File: src/rtl/sysid_chk_timer.sv
// sysid_chk_timer: per-read timeout counter, cleared on read entry and flagging expiry at TIMEOUT_CYCLES
module sysid_chk_timer #(
    parameter int TIMEOUT_CYCLES = 255,
    parameter int CNT_W          = 8
) (
    input  logic clock,
    input  logic reset,
    input  logic clr,
    input  logic inc,
    output logic expired
);
    logic [CNT_W-1:0] cnt;
    always_ff @(posedge clock) begin
        if (reset || clr) cnt <= '0;
        else if (inc) cnt <= cnt + 1'b1;
    end
    assign expired = cnt == CNT_W'(TIMEOUT_CYCLES);
endmodule

File: config.mk
export PLATFORM = sky130hd
export DESIGN_NAME = sysid_chk_timer
export DESIGN_NICKNAME = d
export VERILOG_FILES = /design/src/rtl/sysid_chk_timer.sv
export SDC_FILE = /design/constraint.sdc
export NUM_CORES = 1
export LEC_CHECK = 0
export ABC_AREA = 1
export ABC_CLOCK_PERIOD_IN_PS = 1850
export CAP_MARGIN = 30
export CORE_AREA = 2 2 39 41
export DETAILED_ROUTE_END_ITERATION = 10
export DIE_AREA = 0 0 41 43
export PLACE_DENSITY = 0.5
export SLEW_MARGIN = 25
export SYNTH_ARGS = -nofsm -noshare
export SYNTH_HDL_FRONTEND = slang
export SYNTH_SLANG_ARGS = --single-unit
File: constraint.sdc
create_clock -name clock -period 1.85 [get_ports clock]
set_input_delay 0.37 -clock clock [delete_from_list [all_inputs] [get_ports clock]]
set_output_delay 0.37 -clock clock [all_outputs]
set_load 0.02 [all_outputs]
# Word level (Yosys, flattened, before mapping)
# Cells that the tools add are included.
dict set report word_totals {
  mem_bits_ro 0
  mem_count 0
  latch_bits 0
  ramBits 0
  reg_bits 8
}
dict set report op_classes {
  n_eq_ne 1
  n_div 0
  bitwise_logic 0
  mux 0
  n_shift 0
  add_sub_neg 1
  magnitude_cmp 0
  n_mul 0
  reduce_logical 1
}
# op n
set ops {}
lappend ops {{$add 8x1->8 const B} 1}
lappend ops {{$eq 8x8->1 const B} 1}
lappend ops {{$logic_or 1x1->1} 1}

# Depth between registers and ports, before layout
# Gate-level depths: netlist of run 1.
dict set report logic_depth {
  word_depth 1
  ltp_mapped 6
}

# Least setup slack after synthesis of run 1
# Ideal clock, no wire load.
dict set report synth_path {
  path_kind {register to output}
  startpoint {reg cnt[0]}
  endpoint {out expired}
  path_slack_ns 0.381
  t_required_ns 1.480
  arrival_ns 1.099
  path_buffers 0
  stages_incl_launch_ff 4
  path_cell_list {dfxtp_1 -> ha_1 -> nand4_1 -> nor3_1}
}
dict set report synth_via {
  elab_chain_cells 1
}
# item line
set synth_lines {}
lappend synth_lines {{from (decl)} 12} ;# logic [CNT_W-1:0] cnt;
lappend synth_lines {{from (signal assigned)} 15} ;# else if (inc) cnt <= cnt + 1'b1;
lappend synth_lines {{$eq 8x8->1} 17} ;# assign expired = cnt == CNT_W'(TIMEOUT_CYCLES);
lappend synth_lines {{to (decl)} 10} ;# output logic expired
# No other way between the ends.

# Worst setup path in the final report of run 1
dict set report layout_path {
  startpoint {reg cnt[1]}
  endpoint {out expired}
}
# The elaborated chain is that of the path after synthesis.

==> summary.md, run 1 <==
| Metric | Value |
|---|---|
| Slew margin rel. | `between 80 and 90%` |
| Post-DR vias/cell | `4.34` |
| Worst-path clk slew | `50 ps` |
| Flops & latches, synth | `8` |
| Status | `finished, final reports clean` |
| Root Driver | `clkbuf_4` |
| Max-cap violations | `0` |
| Drt first-iter violations | `2` |
| Register area share after synthesis | `between 40% and 50%` |
| Fmax | `0.575 GHz` |
| WL final | `between 600 and 700 um` |
| Clock buffer count from CTS | `3` |
| Clk_skew | `2.83 ps` |
| Top delay family on crit path | `flip-flops` |
| Most flops, register | `cnt` |
| Pin count of the biggest net entering global routing | `9` |
| Core ar. | `roughly 1400 um2` |
| Syn Inst Count | `53` |
| Synthesized Nets | `between 50 and 60` |
| First-pass GRT wire length | `1210 um` |
| Cts hold-fix bufs | `0` |
| Syn-to-layout area delta | `27.3%` |
| Yosys warnings | `0` |
| Setup tns final | `0 ps` |
| XOR/XNOR Fraction of Synth Area | `0%` |
| Clk_lat worst skew | `260 ps` |
| Leakage | `0.185 nW` |
| Die ar. | `1760 um2` |
| Final core occ | `35.0%` |
| Critical path required time | `between 1000 and 1500 ps` |
| HP Class | `flip-flop to flip-flop` |
| Tmin final | `1740 ps` |
| Syn_area_per_cell | `7.18 um2` |
| Pwr dens | `685 nW/um2` |
| Setup crit end kind | `primary output` |
| Initial antenna violation count | `0` |
| Fraction of layout cells with a size suffix above 1 | `15.9%` |
| PortBufs | `4` |
| Row count | `14` |
| CP max-delay cell | `dfxtp_1` |
| Antenna viol nets, final | `0` |
| Crit-path max cell delay | `350 ps` |
| RSZ-0062 raised after global routing | `no` |
| Nets@finish | `70` |
| Slew @ Worst Pin | `227 ps` |
| Clock sinks | `8` |
| Antenna cells | `0` |
| Max FFs per register | `8` |
| Hpwl dp | `528 um` |
| Final Power | `around 0.33 mW` |
| Main combinational cell family by area after synthesis | `simple AND/OR/NAND/NOR gates` |
| Compound-gate portion of the synthesized area | `11.8%` |
| CTS tree | `built` |
| Die Span Y | `43 um` |
| GP Congestion | `0.693` |
| Initial core utilization | `27.5%` |
| Worst Path Max Fanout | `3` |
| Clk buf depth | `2` |
| Fin. max-slew vios | `0` |
| Largest regs | `cnt x8` |
| Mux contribution to synthesized area | `0%` |
| Global route overflow | `0` |
| Vias in the first global route | `a little over 300` |
| Via count | `343` |
| Setup CP Type | `flip-flop to primary output` |
| Synth Area in Adders | `about 3.3%` |
| H-tree depth | `1` |
| Startpoint types | `flip-flop` |
| Fin. Hold Viols | `0` |
| Critical path, cell by cell | `ha_1 > nand4_1 > nor3_1 > dlygate4sd2_1` |
| Gr usage total | `10.9%` |
| Post-Synth Simple-Gate Area | `35.9%` |
| Die Width | `~41 um` |
| Library cells used by synthesis | `14` |
| Drt pass-1 iters | `4` |
| WL/cell | `8.72 um` |
| Synth Cell Area | `380 um2` |
| Maximum VDD drop | `0.000219 V` |
| Buf/Inv on CP | `1` |
| Setup Viol. Count Final | `0` |
| Fin crit share | `94.1%` |
| # IOs | `5` |
| Worst Path Arrival | `1370 ps` |
| DRC violations left | `0` |
-- cell usage in the layout (no fill, tap or decap), drive strengths merged --
| cell | count |
|---|---|
| nor2 | 11 |
| nand4 | 2 |
| inv | 7 |
| dlygate4sd2 | 1 |
| dfxtp | 8 |
| buf | 3 |
| nor3 | 2 |
| clkbuf | 3 |
| o21ai | 4 |
| a21oi | 5 |
| nand2 | 10 |
| nand3 | 3 |
| clkdlybuf4s50 | 3 |
| ha | 1 |
-- cell families after synthesis --
| family | Yosys count |
|---|---|
| compound gates | 9 |
| fa+ha+maj | 1 |
| buf+inv | 7 |
| flops | 8 |
| simple gates | 28 |
-- power by group --
| group | leakage [nW] | internal [mW] | switching (mW) | total [mW] |
|---|---|---|---|---|
| clock | 0.0138 | 0.0743 | 0.0603 | 0.135 |
| sequential | 0.0647 | 0.174 | 0.00126 | 0.176 |
| combinational | 0.107 | 0.0119 | 0.00947 | 0.0213 |
-- cells in the mapped netlist --
cell type / count / share of area (%)
nor2_1: 10 / 9.9
nand2_1: 9 / 8.9
inv_1: 7 / 6.9
nor2_4: 1 / 3.0
nor3_1: 1 / 1.3
nor3_2: 1 / 2.6
nand2_2: 1 / 1.6
nand3_1: 2 / 2.6
nand4_1: 2 / 3.3
ha_1: 1 / 3.3
dfxtp_1: 8 / 42
nand3_2: 1 / 2.6
o21ai_0: 4 / 5.3
a21oi_1: 5 / 6.6
-- metrics by stage --
stage	cells	hold WS (ps)	cell area [um2]	setup slack, ps
after floorplan	53	441	380	381
after global routing	79	510	484	16.9
final	79	480	484	110
after detailed placement	76	463	463	95.0
after CTS	79	478	484	94.6
after global placement	76	462	463	110
-- cell type report --
cell class,count,area [um2]
Fill cell,161,900
Multi-Input combinational cell,38,194
Sequential cell,8,160
Timing Repair Buffer,7,61.3
Inverter,7,26.3
Clock buffer,3,22.5
Tap cell,16,20.0
-- worst paths after layout --
path | startpoint | endpoint | slack [ps] | cells after the start
worst min register to register | cnt[3]$_SDFFE_PP0P_ | cnt[3]$_SDFFE_PP0P_ | 480 | 1
worst max-delay path | cnt[1]$_SDFFE_PP0P_ | expired | 110 | 4
worst max register to register | cnt[1]$_SDFFE_PP0P_ | cnt[6]$_SDFFE_PP0P_ | 740 | 6
worst min-delay path | cnt[3]$_SDFFE_PP0P_ | cnt[3]$_SDFFE_PP0P_ | 480 | 1
-- per-layer routing --
layer / global-route usage (%) / vias to the layer above / share of wire (%)
met5: 0 / - / 0
met4: 10.0 / 0 / 4.9
met3: 4.71 / 4 / 4.6
met2: 14.1 / 7 / 40
met1: 12.6 / 138 / 50
li1: - / 194 / -
-- what timing repair did --
action,in CTS,in global routing
buffers inserted,0,0
endpoints found under the setup margin,1,0
gates resized for setup,1,0
No activity file was read; power rests on OpenSTA's default activity.
==> inputs of run 2 (changes only) <==
CTS_CLUSTER_DIAMETER = 120   (was unset)
==> results of run 2 <==
No change in the layout: final DEF, timing and power equal those of run 1.
==> inputs of run 3 (changes only) <==
ABC_CLOCK_PERIOD_IN_PS = 1500   (was 1850)
PLACE_DENSITY = 0.52   (was 0.5)
clock period = 1.5 ns   (was 1.85 ns; I/O delays follow)
==> summary.md, run 3 (same netlist as run 1, synthesis figures left out) <==
| Metric | Value |
|---|---|
| Status | `finished, final reports clean` |
| Slew @ Worst Pin | `216 ps` |
| CP Depth | `4` |
| Nets@finish | `75` |
| Commonest non-fill, non-tap cell in the layout | `nor2_1` |
| Fin crit share | `97.7%` |
| Most frequent cells in the layout | `10 x nor2_1, 9 x nand2_1, 8 x buf_4` |
| Antenna cells | `0` |
| Global route overflow | `0` |
| Worst Path Max Fanout | `3` |
| CP max-delay cell | `dfxtp_2` |
| Clock buffer count from CTS | `3` |
| Tmin final | `about 1500 ps` |
| Row count | `14` |
| Clk_skew | `1.49 ps` |
| Worst r2r src | `cnt[0]$_SDFFE_PP0P_` |
| Die ar. | `1760 um2` |
| Slew margin rel. | `between 80% and 90%` |
| Design Area, Final | `533 um2` |
| Post-DR vias/cell | `4.35` |
| H-tree depth | `1` |
| Layout fillers | `153` |
| Initial antenna violation count | `0` |
| Antenna viol nets, final | `0` |
| CTS tree | `built` |
| First-pass GRT wire length | `1350 um` |
| Die Width | `41 um` |
| Setup crit end kind | `primary output` |
| Drt pass-1 iters | `3` |
| Worst R2R End | `cnt[6]$_SDFFE_PP0P_` |
| Fraction of layout cells with a size suffix above 1 | `27.9%` |
| Clk_lat worst skew | `between 200 and 300 ps` |
| Setup Viol. Count Final | `0` |
| Register area | `about 160 um2` |
| PortBufs | `4` |
| Clk buf depth | `2` |
| Max FFs per register | `8` |
| Drt first-iter violations | `2` |
| Leakage | `between 0.2 and 0.25 nW` |
| DRC violations left | `0` |
| Max-cap violations | `0` |
| Vias in the first global route | `342` |
| Fin. max-slew vios | `0` |
| Post-DP Area | `500 um2` |
| Root Driver | `clkbuf_4` |
| Fin. Hold Viols | `0` |
| Top delay family on crit path | `flip-flops` |
| Gr usage total | `a little under an eighth` |
| Pwr dens | `781 nW/um2` |
| HP Class | `flip-flop to flip-flop` |
| Via count | `365` |
| Critical path, cell by cell | `ha_4 > nand4_1 > nor3_1 > buf_2` |
| Crit-path max cell delay | `350 ps` |
| Fmax | `0.682 GHz` |
| WL final | `747 um` |
| Largest regs | `cnt x8` |
| Most flops, register | `cnt` |
| Core ar. | `1380 um2` |
| Maximum VDD drop | `0.000272 V` |
| Hold EP | `cnt[4]$_SDFFE_PP0P_` |
| Final core occ | `38.5%` |
| Critical path required time | `roughly 1200 ps` |
| Worst-path clk slew | `60 ps` |
| Setup CP Type | `flip-flop to primary output` |
| Clock sinks | `8` |
| Hold Path Stages | `2` |
| R2r setup slk | `440 ps` |
| RSZ-0062 raised after global routing | `yes` |
| Syn-to-layout area delta | `40.1%` |
| Initial core utilization | `27.5%` |
| # IOs | `5` |
| Worst Hold Launch | `cnt[4]$_SDFFE_PP0P_` |
| Die Span Y | `approximately 43 um` |
| Buf/Inv on CP | `1` |
| Hpwl dp | `552 um` |
| Startpoint types | `flip-flop` |
| Pin count of the biggest net entering global routing | `9` |
| Worst Path Arrival | `1170 ps` |
| Setup tns final | `0 ps` |
| Area of the multi-input gates | `206 um2` |
| Cells on worst reg2reg path | `6` |
| WL/cell | `between 8 and 9 um` |
| GP Congestion | `0.628` |
-- run 3: cell types whose count changed in the layout (fill, tap and decap cells not counted) --
cell	delta
buf_2	+1
dfxtp_1	-2
dlygate4sd2_1	-1
dfxtp_2	+2
ha_1	-1
buf_4	+5
ha_4	+1
-- run 3: how the worst max path moves through the flow --
stage,startpoint,to
2_1_floorplan,cnt[0]$_SDFFE_PP0P_,expired
3_3_place_gp,cnt[1]$_SDFFE_PP0P_,expired
3_5_place_dp,cnt[1]$_SDFFE_PP0P_,expired
4_1_cts,cnt[1]$_SDFFE_PP0P_,expired
5_1_grt,cnt[1]$_SDFFE_PP0P_,expired
6_report,cnt[0]$_SDFFE_PP0P_,expired
-- run 3: per-layer routing --
metal / vias up / part of all wire (%) / track usage, %
li1: 204 / - / -
met1: 154 / 53 / 14.6
met5: - / 0 / 0
met4: 0 / 0 / 6.00
met2: 7 / 42 / 16.6
met3: 0 / 5.1 / 4.71
-- run 3: metrics by stage --
stage,hold WS [ps],cells,power (mW),setup WS [ps]
2_1_floorplan,390,53,0.231,101
3_3_place_gp,461,81,0.250,-176
3_5_place_dp,465,81,0.250,-191
4_1_cts,478,84,0.426,31.1
5_1_grt,518,84,0.444,-25.4
6_report,478,84,0.416,34.1
-- run 3: worst register-to-register path: cells and delay by family, from the launching register on --
| family | cells | cell delay [ps] |
|---|---|---|
| fa+ha+maj | 1 | 140 |
| flops | 1 | 350 |
| simple gates | 5 | 470 |
-- run 3: what timing repair did --
item	CTS	global route
hold buffers	0	0
endpoints found under the setup margin	1	1
setup buffers	0	0
gates resized for setup	9	0
-- run 3: power by group --
group / total [mW] / switching (mW) / internal (mW)
clock network: 0.168 / 0.0764 / 0.0918
registers: 0.218 / 0.00263 / 0.215
logic: 0.0297 / 0.0125 / 0.0172
total: 0.416 / 0.0916 / 0.324
-- run 3: final cells by class --
class | count | share of cell area, %
repair buffers | 12 | 17.8
inverters | 7 | 4.93
flip-flops and latches | 8 | 30.5
clock buffers | 3 | 4.23
well taps | 16 | 3.76
multi-input cells | 38 | 38.7
